[src/rtl/lc3_decode_stage_if.sv]
// rtl/lc3_decode_stage_if.sv - decode stage bus: fetch-side capture inputs and decode_out fields (LC3_DECODE_ILLEGAL_CNT_EN adds illegal_cnt)
interface lc3_decode_stage_if;
    logic        enable_decode;
    logic [15:0] dout;
    logic [15:0] npc_in;
    logic [15:0] IR;
    logic [15:0] npc_out;
    logic [1:0]  W_Control;
    logic        Mem_Control;
    logic [5:0]  E_Control;
`ifdef LC3_DECODE_ILLEGAL_CNT_EN
    logic [7:0]  illegal_cnt;

    modport master (
        input  enable_decode, dout, npc_in,
        output IR, npc_out, W_Control, Mem_Control, E_Control, illegal_cnt
    );
    modport slave (
        output enable_decode, dout, npc_in,
        input  IR, npc_out, W_Control, Mem_Control, E_Control, illegal_cnt
    );
`else
    modport master (
        input  enable_decode, dout, npc_in,
        output IR, npc_out, W_Control, Mem_Control, E_Control
    );
    modport slave (
        output enable_decode, dout, npc_in,
        input  IR, npc_out, W_Control, Mem_Control, E_Control
    );
`endif
endinterface

[src/rtl/lc3_decode_stage.sv]
// rtl/lc3_decode_stage.sv - LC3 decode stage: registers IR/npc and W/Mem/E controls
// Optional illegal-opcode counter enabled by LC3_DECODE_ILLEGAL_CNT_EN.
module lc3_decode_stage (
    input  logic                 clock,
    input  logic                 reset,
    lc3_decode_stage_if.master   bus
);

    logic [1:0] w_next;
    logic       mem_next;
    logic [5:0] e_next;
    logic       illegal_op;

    // E field layout: {alu[1:0], pcselect1[1:0], pcselect2, op2select}
    always_comb begin
        w_next     = 2'd0;
        mem_next   = 1'b0;
        e_next     = 6'd0;
        illegal_op = 1'b0;
        case (bus.dout[15:12])
            4'b0001: e_next = {2'b00, 2'b00, 1'b0, ~bus.dout[5]};
            4'b0101: e_next = {2'b01, 2'b00, 1'b0, ~bus.dout[5]};
            4'b1001: e_next = {2'b10, 2'b00, 1'b0, 1'b0};
            4'b0000: e_next = {2'b00, 2'b01, 1'b1, 1'b0};
            4'b1100: e_next = {2'b00, 2'b11, 1'b0, 1'b0};
            4'b0010: begin
                e_next = {2'b00, 2'b01, 1'b1, 1'b0};
                w_next = 2'd1;
            end
            4'b0110: begin
                e_next = {2'b00, 2'b10, 1'b0, 1'b0};
                w_next = 2'd1;
            end
            4'b1010: begin
                e_next   = {2'b00, 2'b01, 1'b1, 1'b0};
                w_next   = 2'd1;
                mem_next = 1'b1;
            end
            4'b1110: begin
                e_next = {2'b00, 2'b01, 1'b1, 1'b0};
                w_next = 2'd2;
            end
            4'b0011: e_next = {2'b00, 2'b01, 1'b1, 1'b0};
            4'b0111: e_next = {2'b00, 2'b10, 1'b0, 1'b0};
            4'b1011: begin
                e_next   = {2'b00, 2'b01, 1'b1, 1'b0};
                mem_next = 1'b1;
            end
            default: illegal_op = 1'b1;
        endcase
    end

    always_ff @(posedge clock or posedge reset) begin
        if (reset) begin
            bus.IR          <= 16'd0;
            bus.npc_out     <= 16'd0;
            bus.W_Control   <= 2'd0;
            bus.Mem_Control <= 1'b0;
            bus.E_Control   <= 6'd0;
        end else if (bus.enable_decode) begin
            bus.IR          <= bus.dout;
            bus.npc_out     <= bus.npc_in;
            bus.W_Control   <= w_next;
            bus.Mem_Control <= mem_next;
            bus.E_Control   <= e_next;
        end
    end

`ifdef LC3_DECODE_ILLEGAL_CNT_EN
    // Saturating: a stuck stream of bad opcodes must not wrap back to a small count
    always_ff @(posedge clock or posedge reset) begin
        if (reset) begin
            bus.illegal_cnt <= 8'd0;
        end else if (bus.enable_decode && illegal_op && (bus.illegal_cnt != 8'hFF)) begin
            bus.illegal_cnt <= bus.illegal_cnt + 8'd1;
        end
    end
`else
    logic unused_illegal;
    assign unused_illegal = illegal_op;
`endif

endmodule

[src/flat_wrapper.sv]
// flat-port wrapper written by rule: the top's interface ports become plain ports
module lc3_decode_stage_flat 
  (clock, reset, bus_enable_decode, bus_dout, bus_npc_in, bus_IR, bus_npc_out, bus_W_Control, bus_Mem_Control, bus_E_Control);
  lc3_decode_stage_if bus_i ();
  input  logic clock;
  input  logic reset;
  input wire logic [$bits(bus_i.enable_decode)-1:0] bus_enable_decode;
  input wire logic [$bits(bus_i.dout)-1:0] bus_dout;
  input wire logic [$bits(bus_i.npc_in)-1:0] bus_npc_in;
  output wire logic [$bits(bus_i.IR)-1:0] bus_IR;
  output wire logic [$bits(bus_i.npc_out)-1:0] bus_npc_out;
  output wire logic [$bits(bus_i.W_Control)-1:0] bus_W_Control;
  output wire logic [$bits(bus_i.Mem_Control)-1:0] bus_Mem_Control;
  output wire logic [$bits(bus_i.E_Control)-1:0] bus_E_Control;
  assign bus_i.enable_decode = bus_enable_decode;
  assign bus_i.dout = bus_dout;
  assign bus_i.npc_in = bus_npc_in;
  assign bus_IR = bus_i.IR;
  assign bus_npc_out = bus_i.npc_out;
  assign bus_W_Control = bus_i.W_Control;
  assign bus_Mem_Control = bus_i.Mem_Control;
  assign bus_E_Control = bus_i.E_Control;
  lc3_decode_stage u_core (.clock(clock), .reset(reset), .bus(bus_i));
endmodule
[config.mk]
export PLATFORM = sky130hd
export DESIGN_NAME = lc3_decode_stage_flat
export DESIGN_NICKNAME = d
export VERILOG_FILES = /design/src/rtl/lc3_decode_stage_if.sv /design/src/rtl/lc3_decode_stage.sv /design/src/flat_wrapper.sv
export SDC_FILE = /design/constraint.sdc
export NUM_CORES = 1
export LEC_CHECK = 0
export CAP_MARGIN = 40
export CORE_ASPECT_RATIO = 0.8
export CORE_MARGIN = 4
export CORE_UTILIZATION = 43
export DETAILED_ROUTE_END_ITERATION = 8
export GPL_TIMING_DRIVEN = 1
export PLACE_DENSITY = 0.83
export SLEW_MARGIN = 20
export SYNTH_ARGS = -nofsm -noshare
export SYNTH_HDL_FRONTEND = slang
export SYNTH_SLANG_ARGS = --single-unit
[constraint.sdc]
create_clock -name clock -period 3.2 [get_ports clock]
set_input_delay 0.48 -clock clock [delete_from_list [all_inputs] [get_ports clock]]
set_output_delay 0.48 -clock clock [all_outputs]
set_load 0.01 [all_outputs]
==> reports/metrics.yaml <==
routing:
  wl_per_cell_um: 15.4
  detail_route.first_pass.iterations: 4
  routed_wl_um: 3560
  wl_met3_um: 286
  wl_met1_um: 1470
  dr_total_vias: 1148
  drc: 0
  routed.top_layer: "met4"
  first_iter_violations: 60
  vias_per_cell: 4.97
  drtAntennaViolNets: 0
  met2_wirelength_um: 1740
yosys:
  synth_flop_cell: "dfrtp_1"
  synth_area_leaders: "dfrtp_1 (64%), mux2_2 (22%), mux2_1 (2.1%)"
  async_flop_share: 1.00
  yosys_register_bits: 41
  synth_edf_count: 0
  avgSynthCellArea_um2: 14.7
  ys_types: 23
  yosys_warnings: 0
  yosys.cell_count.top_type: "dfrtp_1"
  netlist.area_leader.share: 0.635
  synth_nets: 145
  netlist_instances: 110
  syn-cell-area_um2: 1620
  synth_common_cells: "dfrtp_1 (41), mux2_2 (31), inv_1 (6)"
  synth_top_area_cell: "dfrtp_1"
  seq_area_frac_synth: 0.635
worst_setup_path:
  crit_fanout: 2
  max_stage_delay_ps: 570
  cp_data_arrival_time_ps: 1220
  startpoint_type: "register"
  path_cells: "clkdlybuf4s50_1"
  critical_path_buf_inv_count: 1
  required_ps: 2720
  reg2reg_slack_ps: 2410
  critPathCaptureType: "primary output"
  slowest_stage: "clkdlybuf4s50_1"
  path_class: "reg2out"
  cpLargestDelayFamily: "buffers and inverters"
clock_network:
  cts-htree-levels: 2
  postCtsResizedCells: 0
  cts_hold_buffers: 0
  insertion_delay_ps: 270
  clkTransAtPathRegs_ps: 80
  clockBufferDepth: 2
  cts_tree: "done"
  numCtsBuffers: 5
  clkSinkCount: 41
  postCtsSetupBuffers: 0
  root_buffer: "clkbuf_8"
global_routing:
  grt_antenna_before_repair: 0
  grt_pass1_wl_um: 6190
  first_global_vias: 1274
  grt-ovfl-total: 0
  grt_max_degree: 46
  grt_use_total: 0.163
timing:
  fmax_mhz: 590
  worst_pin_slew_ps: 704
  hold_viol: 0
  rsz0062_at_grt: "false"
  setup_tns_ps: 0
  min_period_ps: 1700
  skew_ps: 0
  slew_violations: 0
  setup_viol: 0
  fin_crit_sh: 0.530
  maxSlewHeadroom: 0.530
place:
  gp_congestion: 0.779
  dp_hpwl_um: 2730
  io_buffers: 75
power:
  p_per_area_nw_per_um2: 480
  p_leak_nw: 1.06
  ir_drop_v: 0.000366
  totalPowerFinal_w: 0.00120
floorplanning:
  ioPinCount: 76
  rows: 19
  die_y_um: 62.8
  start_util: 0.459
  core_um2: 3520
  die_w_um: 76.5
  die_area_um2: 4810
outcome:
  status: "finished, final reports clean"
min_path:
  hp-class: "reg2reg"
layout:
  nNetsFinal: 223
  area_delta_synth_final_pct: 54.8
  antenna_cells: 0
  layout-drive-gt1-share: 0.222
flow_run:
  drv_cap: 0
## layout by cell type, fill, tap and decap left out
cell             netlist  layout
o22ai_1                3       3
o21ai_0                1       1
mux2_1                 3       3
o22a_1                 1       1
nor4bb_1               1       1
buf_4                  2       1
clkinv_2               0       1
inv_1                  6       6
nand2_1                4       4
clkdlybuf4s50_1        0      74
buf_2                  3       1
buf_12                 0       1
clkbuf_8               0       7
dfrtp_1               41      41
nand3_1                1       1
mux2i_1                1       1
or3b_1                 1       1
o21a_1                 1       1
o211ai_1               1       1
xor2_1                 1       1
mux2_2                31      31
nand2b_1               1       1
nor2_1                 3       3
a21oi_1                1       1
or2_1                  1       1
o32ai_1                1       1
## report_power, final
group          total (W)  internal (W)  switching (W)
clock           0.000358      0.000195       0.000163
combinational   0.000252      0.000161      0.0000913
sequential      0.000591      0.000566      0.0000253
total            0.00120      0.000921       0.000280
## worst paths after layout
| path | start | to | cells past startpoint |
|---|---|---|---|
| setup / recovery | u_core.bus.IR[15] | bus_IR[15] | 1 |
| hold / removal | u_core.bus.npc_out[8] | u_core.bus.npc_out[8] | 1 |
| setup reg to reg | u_core.bus.npc_out[9] | u_core.bus.npc_out[9] | 1 |
| hold reg to reg | u_core.bus.npc_out[8] | u_core.bus.npc_out[8] | 1 |
| max in group asynchronous | reset | u_core.bus.IR[4] | 3 |
| min in group asynchronous | reset | u_core.bus.IR[11] | 2 |
## cell families (layout without fill, tap and decap cells)
group / count (synthesis) / count (layout) / synth area share
XOR/XNOR: 1 / 1 / 0.00542
buffers and inverters: 12 / 91 / 0.0395
flip-flops: 41 / 41 / 0.635
AND/OR/NAND/NOR: 12 / 12 / 0.0387
AO/OA/AOI/OAI: 9 / 9 / 0.0380
multiplexers: 35 / 35 / 0.243
## metal layers
layer  vias to the layer above  track usage
met5                         -            0
met1                       552        0.180
met2                        53        0.273
met4                         0       0.0769
li1                        537            -
met3                         6       0.0663
## cell type report
cell class              count  area (um2)
clock buffers               7        96.3
clock inverters             1        5.00
fillers                   232        1020
inverters                   6        22.5
multi-input cells          57         526
flip-flops and latches     41        1030
well taps                  42        52.6
repair buffers             77         773
## through the flow
| step | utilization | area, um2 | hold slack, ps | std cells | worst slack (ps) |
|---|---|---|---|---|---|
| 3_3_place_gp | 0.676 | 2380 | 461 | 222 | 1440 |
| 4_1_cts | 0.705 | 2480 | 499 | 230 | 1500 |
| 2_1_floorplan | - | 1620 | 516 | 110 | 1770 |
| 6_report | 0.711 | 2500 | 495 | 231 | 1500 |
| 3_5_place_dp | 0.676 | 2380 | 482 | 222 | 1420 |
| 5_1_grt | 0.711 | 2500 | 531 | 231 | 1460 |
## sequential cells by signal (all words and copies together), names as in the netlist
| signal | cells |
|---|---|
| u_core.bus.E_Control | 6 |
| u_core.bus.IR | 16 |
| u_core.bus.Mem_Control | 1 |
| u_core.bus.W_Control | 2 |
| u_core.bus.npc_out | 16 |
Note: power is estimated with default switching activity, not from simulation.
